<file path="config.mk">
export PLATFORM = sky130hd
export DESIGN_NAME = div_32bit_seq
export DESIGN_NICKNAME = d
export VERILOG_FILES = /design/src/rtl/div_32bit_seq.sv
export SDC_FILE = /design/constraint.sdc
export NUM_CORES = 1
export LEC_CHECK = 0
export BUFFER_PORTS_ARGS = -buffer_cell sky130_fd_sc_hd__buf_2
export CORE_ASPECT_RATIO = 1.75
export CORE_MARGIN = 5
export CORE_UTILIZATION = 41
export CTS_BUF_LIST = sky130_fd_sc_hd__clkbuf_8
export CTS_CLUSTER_DIAMETER = 150
export DETAILED_ROUTE_END_ITERATION = 10
export MAX_ROUTING_LAYER = met4
export PLACE_DENSITY = 0.67
export REMOVE_ABC_BUFFERS = 1
export SYNTH_ARGS = -nofsm -noshare
export SYNTH_HDL_FRONTEND = slang
export SYNTH_SLANG_ARGS = --single-unit
</file>
<file path="constraint.sdc">
create_clock -name clk -period 6.5 [get_ports clk]
set_input_delay 1.3 -clock clk [delete_from_list [all_inputs] [get_ports clk]]
set_output_delay 1.3 -clock clk [all_outputs]
set_load 0.02 [all_outputs]
</file>
<file path="src/rtl/div_32bit_seq.sv">
// Multi-cycle restoring divider: one quotient bit per clock, signed/unsigned,
// with a start/busy/done handshake toward the pipeline controller.
module div_32bit_seq #(
    parameter int unsigned WIDTH = 32
) (
    input  logic             clk,
    input  logic             rst_n,
    input  logic             start,
    input  logic             sign,
    input  logic [WIDTH-1:0] x,
    input  logic [WIDTH-1:0] y,
    output logic             busy,
    output logic             done,
    output logic [WIDTH-1:0] q,
    output logic [WIDTH-1:0] r,
    output logic             div0,
    output logic             ovf
);

    localparam int unsigned CNT_W = $clog2(WIDTH);

    typedef enum logic [1:0] {
        S_IDLE,
        S_CALC,
        S_FIX,
        S_DONE
    } state_t;

    state_t             state, state_nxt;
    logic [CNT_W-1:0]   cnt, cnt_nxt;
    logic [WIDTH-1:0]   dvd, dvd_nxt;      // dividend shifts out, quotient shifts in
    logic [WIDTH:0]     rem, rem_nxt;      // partial remainder
    logic [WIDTH-1:0]   ymag, ymag_nxt;
    logic               sgn, sgn_nxt;
    logic               x_neg, x_neg_nxt;
    logic               y_neg, y_neg_nxt;
    logic               div0_p, div0_p_nxt;
    logic               ovf_p, ovf_p_nxt;
    logic               busy_nxt, done_nxt, div0_nxt, ovf_nxt;
    logic [WIDTH-1:0]   q_nxt, r_nxt;

    logic [WIDTH:0]     shifted;
    logic [WIDTH+1:0]   trial;
    logic               no_borrow;

    // Trial subtraction as an add of the inverted divisor with carry-in 1; carry out means no borrow.
    always_comb begin
        shifted   = (WIDTH+1)'({rem, dvd[WIDTH-1]});
        trial     = {1'b0, shifted} + {1'b0, ~{1'b0, ymag}} + (WIDTH+2)'(1);
        no_borrow = trial[WIDTH+1];
    end

    always_comb begin
        state_nxt  = state;
        cnt_nxt    = cnt;
        dvd_nxt    = dvd;
        rem_nxt    = rem;
        ymag_nxt   = ymag;
        sgn_nxt    = sgn;
        x_neg_nxt  = x_neg;
        y_neg_nxt  = y_neg;
        div0_p_nxt = div0_p;
        ovf_p_nxt  = ovf_p;
        busy_nxt   = busy;
        done_nxt   = 1'b0;
        q_nxt      = q;
        r_nxt      = r;
        div0_nxt   = div0;
        ovf_nxt    = ovf;

        case (state)
            S_IDLE: begin
                if (done) begin
                    busy_nxt = 1'b0;
                end else if (start) begin
                    busy_nxt   = 1'b1;
                    sgn_nxt    = sign;
                    x_neg_nxt  = sign & x[WIDTH-1];
                    y_neg_nxt  = sign & y[WIDTH-1];
                    ymag_nxt   = (sign && y[WIDTH-1]) ? (~y + WIDTH'(1)) : y;
                    cnt_nxt    = CNT_W'(WIDTH - 1);
                    ovf_p_nxt  = sign && (x == {1'b1, {(WIDTH-1){1'b0}}}) && (&y);
                    div0_p_nxt = (y == '0);
                    if (y == '0) begin
                        // Divide by zero skips the datapath: preload the fixed result.
                        dvd_nxt   = '1;
                        rem_nxt   = {1'b0, x};
                        state_nxt = S_DONE;
                    end else begin
                        dvd_nxt   = (sign && x[WIDTH-1]) ? (~x + WIDTH'(1)) : x;
                        rem_nxt   = '0;
                        state_nxt = S_CALC;
                    end
                end
            end
            S_CALC: begin
                rem_nxt = no_borrow ? trial[WIDTH:0] : shifted;
                dvd_nxt = {dvd[WIDTH-2:0], no_borrow};
                cnt_nxt = cnt - CNT_W'(1);
                if (cnt == '0) begin
                    state_nxt = S_FIX;
                end
            end
            S_FIX: begin
                if (sgn && (x_neg ^ y_neg)) begin
                    dvd_nxt = ~dvd + WIDTH'(1);
                end
                if (sgn && x_neg) begin
                    rem_nxt = {1'b0, ~rem[WIDTH-1:0] + WIDTH'(1)};
                end
                state_nxt = S_DONE;
            end
            S_DONE: begin
                done_nxt  = 1'b1;
                q_nxt     = dvd;
                r_nxt     = rem[WIDTH-1:0];
                div0_nxt  = div0_p;
                ovf_nxt   = ovf_p;
                state_nxt = S_IDLE;
            end
            default: begin
                state_nxt = S_IDLE;
            end
        endcase
    end

    always_ff @(posedge clk or negedge rst_n) begin
        if (!rst_n) begin
            state  <= S_IDLE;
            cnt    <= '0;
            dvd    <= '0;
            rem    <= '0;
            ymag   <= '0;
            sgn    <= 1'b0;
            x_neg  <= 1'b0;
            y_neg  <= 1'b0;
            div0_p <= 1'b0;
            ovf_p  <= 1'b0;
            busy   <= 1'b0;
            done   <= 1'b0;
            q      <= '0;
            r      <= '0;
            div0   <= 1'b0;
            ovf    <= 1'b0;
        end else begin
            state  <= state_nxt;
            cnt    <= cnt_nxt;
            dvd    <= dvd_nxt;
            rem    <= rem_nxt;
            ymag   <= ymag_nxt;
            sgn    <= sgn_nxt;
            x_neg  <= x_neg_nxt;
            y_neg  <= y_neg_nxt;
            div0_p <= div0_p_nxt;
            ovf_p  <= ovf_p_nxt;
            busy   <= busy_nxt;
            done   <= done_nxt;
            q      <= q_nxt;
            r      <= r_nxt;
            div0   <= div0_nxt;
            ovf    <= ovf_nxt;
        end
    end

endmodule

</file>
[Word-level counts from Yosys, hierarchy flattened]
Index checks and enable logic that the tools add are counted.
Cells by class
  add/sub/neg operators: 7
  eq/ne operators: 9
  multiplexer cells: 24
  bitwise logic cells: 9
  reduce and logical (&&, ||, !) cells: 19
Operator list (number)
  32-bit 2-to-1 mux: 11
  32-bit one-hot mux with 3 select lines: 2
  32-bit by 1-bit adder with 32-bit output, second input constant: 4
  32-bit NOT: 4
  33-bit by 33-bit adder with 34-bit output: 1
  34-bit by 1-bit adder with 34-bit output, second input constant: 1
  32-bit NOT with 33-bit output: 1
  32-bit equality test, second input constant: 1
  32-bit zero test: 1
  32-bit AND reduction: 1
  5-bit 2-to-1 mux: 2
  2-bit != test, second input constant: 5
  5-bit one-hot mux with 2 select lines: 1
  3-bit AND reduction: 3
  2-bit 2-to-1 mux: 4
  2-bit one-hot mux with 4 select lines: 1
  4-bit AND reduction: 2
  1-bit logical AND: 6
  5-bit zero test: 1
  5-bit by 1-bit subtractor with 5-bit output, second input constant: 1
  2-bit equality test, second input constant: 2
  2-bit nonzero test: 2
  1-bit 2-to-1 mux: 3
  3-bit nonzero test: 1
  6 further kinds: 7
Storage, ports and cells
  register bits after elaboration: 176
  bits of input ports: 68
  output and inout bits: 68
  word-level logic and storage cells: 84

[Logic depth before layout (Yosys ltp)]
  word-level depth: 7
  gate-level depth with buffers: 13
  gate-level depth less buffers: 12

[Worst setup path before layout]
No wires, ideal clock.
  kind: input -> register
  from: in x[10]
  to: reg dvd[27]
  library setup time: 83 ps
  arrival: 3380 ps
  required time: 6417 ps
  slack: 3037 ps
  cell stages on the path: 8
  path buffers: 0
  cells stage by stage: or4_4 -> nor3_1 -> and3_1 -> or3b_2 -> o31ai_1 -> xor2_1 -> a32o_1 -> o21ai_0
Between the ends
  word-level cells in the longest chain between the ends: 7
RTL lines
  start: declaration: RTL line 10  | input logic [WIDTH-1:0] x,
  32-bit NOT: RTL line 90  | dvd_nxt = (sign && x[WIDTH-1]) ? (~x + WIDTH'(1)) : x;
  32-bit by 1-bit adder with 32-bit output: RTL line 90
  32-bit 2-to-1 mux: RTL line 90
  32-bit 2-to-1 mux: RTL line 84  | if (y == '0) begin
  32-bit 2-to-1 mux: RTL line 75  | end else if (start) begin
  32-bit 2-to-1 mux: RTL line 73  | if (done) begin
  32-bit one-hot mux with 3 select lines: RTL line 71  | case (state)
  end signal: assignment: RTL line 148  | dvd <= dvd_nxt;
  end: declaration: RTL line 31  | logic [WIDTH-1:0] dvd, dvd_nxt;
No other way between the ends. The select of a mux whose other input is x is not followed.
A chain may end at the register's enable or synchronous reset.

[Worst setup path after layout]
  from: reg rem[6]
  to: reg rem[13]
Between the ends
  word-level cells in the longest chain between the ends: 4
  elaborated cells between the ends (all ways): 7
  classes of those cells: 3 x add/sub; 3 x mux; 1 x bitwise
RTL lines
  start: declaration: RTL line 32  | logic [WIDTH:0] rem, rem_nxt;
  start signal: assignment: RTL line 149  | rem <= rem_nxt;
  33-bit by 33-bit adder with 34-bit output / 32-bit NOT (equally long branches): RTL line 49, 109
  34-bit by 1-bit adder with 34-bit output / 32-bit by 1-bit adder with 32-bit output (equally long branches): RTL line 49, 109
  32-bit 2-to-1 mux, on equally long branches: RTL line 97, 108
  32-bit one-hot mux with 3 select lines *: RTL line 71
Every way passes the cells marked *; elsewhere a longest branch is shown, timed or not. The select of a mux whose other input is x is not followed.

==> key figures <==
Status
  • Status: completed

Drt
  • Pre-Repair DR Iteration Count: 6
  • Wirelength per Cell: 19.2 um
  • Post-DRT Antenna Nets: 0
  • 1st-iter DRT viols: around 750
  • Vias: about 12000
  • Total length of routed wires: slightly below 40000 um
  • Detailed-route DRC error count: 0
  • Vias/cell: between 5 and 6

Floorplan
  • IO Count: 136
  • Std-Cell Rows: 85
  • DIE WIDTH: roughly 140 um
  • Initial core utilization: between 40% and 50%
  • Die H: between 200 and 250 um
  • Core Region: 30800 sq um
  • Die outline area: around 35000 sq um

Worst setup path
  • Worst r2r path cells: 9
  • Required time worst endpoint: 6.89 ns
  • Critical Path Sink Type: flop
  • Crit start category: flop
  • RR Endpoint: rem[13]
  • R2r setup slk: 2.60 ns
  • Worst-path fanout max: 17
  • CP arrival: 4.29 ns
  • Reg-to-Reg Start: rem[6]
  • WS Path Type: reg2reg

Global route
  • GR Layer Usage met3: under 10%
  • GR Util met1: around 26%
  • Pin count of the biggest net entering global routing: around 180
  • Global-route wire length before repair: 61600 um
  • GRT busiest layer: met2
  • Total gr overflow: 0
  • GR Util All Layers: between 20% and 30%
  • GR Util met2: between 30% and 40%
  • Initial antenna violation count: 3
  • Vias in the first global route: about 12000

CTS
  • CTS Buf Count: 17
  • Clock transition at the registers of the reported paths: approximately 0.10 ns
  • CTS root buf: clkbuf_8
  • Clk buf depth: 2
  • TritonCTS clock tree: built
  • Hold buffers post-CTS: 0
  • Post-CTS setup buffers: 0
  • H-tree depth: 4
  • Num Clock Sinks: roughly 180
  • Resize count post-CTS: 0
  • Worst-Skew Late Latency: 0.51 ns

Timing
  • Worst-margin pin slew: ~1.0 ns
  • Setup_tns: 0 ns
  • Clock skew: 0.0168 ns
  • Tcrit/Tclk final: about three fifths
  • Slew HR: 30.5%
  • Fmax: roughly 260 MHz
  • Final setup vio count: 0
  • RSZ-0062 raised after global routing: false
  • Min Hold Slack: between 0.4 and 0.5 ns
  • Slew Viols, Final: 0
  • Final Hold Violating Endpoints: 0
  • Minimum clock period: a little under 4 ns

Power
  • Logic pwr share: between 60% and 70%
  • Clock Power Share: around a tenth
  • LEAKAGE: 6.10 nW
  • Int Power: about 4.2 mW
  • Switch share: between 50 and 60%
  • Peak supply drop: ~0.25 mV
  • Pwr dens: 608 nW/um^2
  • Seq pwr share: a little over a quarter
  • Psw: 4.36 mW
  • Final total power: ~8.6 mW

Synth
  • Main synth FF type: dfrtp_1
  • Top cell type's share of synthesized area: around 34%
  • Syn_area_per_cell: roughly 8.4 sq um
  • Register area share after synthesis: between 30% and 40%
  • Yosys reg bits: between 150 and 200
  • EDFF count, synth: 0
  • Async SR Flop Fraction: 100%
  • Netlist cell types: 77
  • Yosys top cell by area: dfrtp_1
  • Cells after Synth: 1531
  • Synthesized area: 12800 sq um
  • Warnings, synthesis: 0
  • Synth area leaders: dfrtp_1, mux2_2, o21ai_0

Placement
  • GPL Wtd Cong: 0.958
  • Dpl hpwl: about 29000 um
  • # port buffers: between 100 and 150
  • Area after DPL: ~14000 sq um

Finish
  • Fill cell count: approximately 3000
  • Nets: roughly 1700
  • Layout cell share with drive strength beyond 1: 17.4%
  • Footprint of the multi-input gates: between 7000 and 8000 sq um
  • Register area: about 4400 sq um
  • Finished Core Util: approximately 46%
  • Area Overhead vs Synth: 10.1%
  • Post-route cell area: approximately 14000 sq um

Worst hold path
  • Hold endpoint: ymag[29]
  • Worst Hold Launch: ymag[29]
  • WHS Path Cells: 2
  • Hold Path Class: reg2reg

Job
  • Maxcap violations: 0
[critical path, cell delays in order, from the launching register on]
cell,delay (ns)
dfrtp_1,0.52
ha_1,0.46
and4_1,0.27
nand3_1,0.11
a211o_1,0.35
a21oi_1,0.44
o21a_1,0.80
mux2_2,0.42
a221oi_1,0.31
nor3_1,0.10
[cells by family after synthesis]
group / Yosys count / synth area share (%)
flops: 176 / 34.3
buf+inv: 159 / 5.16
simple gates: 522 / 20.0
fa+ha+maj: 44 / 4.35
compound gates: 439 / 21.6
mux: 83 / 7.22
xor+xnor: 108 / 7.37
[Yosys cell counts, types with 4 or more instances]
library cell	number
o21a_1	14
a211oi_1	17
buf_2	6
or3_1	13
nand2b_1	12
nand2_1	166
or4_1	11
a221o_1	11
a211o_1	5
o311ai_0	4
xor2_1	37
dfrtp_1	176
nor2b_1	9
nor3b_1	5
nand3b_1	5
or2_2	6
a21boi_0	4
xnor2_1	71
nor2_1	122
and4_1	4
a31oi_1	16
a22oi_1	6
a32o_1	5
nor4_1	27
a21oi_1	120
a21o_1	30
mux2_2	77
o31ai_1	13
o21bai_1	4
nand3_1	33
clkbuf_1	80
o21ai_0	129
o211ai_1	5
a221oi_1	16
nand4_1	16
a31o_2	4
mux2i_1	6
inv_1	63
nor3_1	59
and2_1	11
o41ai_1	9
and3_1	6
buf_6	4
ha_1	43
[state kept, by name, indices dropped and copies added (netlist names), 2 cells and up]
register  flops
dvd          32
cnt           5
q            32
ymag         32
rem          32
state         2
r            32
[through the flow]
| stage | std cells | setup WS (ns) |
|---|---|---|
| 3_5_place_dp | 1971 | 2.38 |
| 4_1_cts | 2003 | 2.61 |
| 6_report | 2006 | 2.60 |
| 5_1_grt | 2006 | 2.40 |
| 3_3_place_gp | 1971 | 2.36 |
| 2_1_floorplan | 1435 | 1.29 |
[cell type report]
class | instances | share of cell area (%)
clock inverters | 13 | 1.04
multi-input cells | 1196 | 55.3
flip-flops and latches | 176 | 31.2
well taps | 391 | 3.46
inverters | 63 | 1.67
repair buffers | 145 | 5.44
diodes | 3 | 0.0531
clock buffers | 19 | 1.85
[layer usage]
layer  vias up  routed length, um
met5         -                  0
met4         0               1750
met3        95               1690
met2       342              20000
met1      5653              15100
li1       5661                  -
[power by group through the flow]
| stage | registers (mW) | logic [mW] | clock network [mW] |
|---|---|---|---|
| floorplan | 2.30 | 3.84 | 0 |
| global placement | 2.24 | 5.42 | 0 |
| detailed placement | 2.25 | 5.51 | 0 |
| CTS | 2.23 | 5.54 | 0.837 |
| global route | 2.32 | 6.15 | 0.879 |
| finish | 2.23 | 5.56 | 0.812 |
[worst max-delay path by stage]
stage	slack (ns)	start	end	depth (start not counted)
detailed placement	2.38	y[7]	dvd[0]	10
CTS	2.61	rem[6]	rem[13]	9
floorplan	1.29	state[0]	rem[23]	6
global route	2.40	rem[7]	rem[13]	9
global placement	2.36	y[7]	dvd[0]	10
finish	2.60	rem[6]	rem[13]	9
[layout by cell type (no fill, tap or decap), drive strengths merged, types with 19 or more instances in the layout]
cell type / count
a21o: 30
a21oi: 120
buf: 145
clkbuf: 19
dfrtp: 176
ha: 43
inv: 68
mux2: 77
nand2: 166
nand3: 34
nor2: 122
nor3: 60
nor4: 29
o21ai: 130
xnor2: 71
xor2: 37
Power figures use the tool's default switching activity.
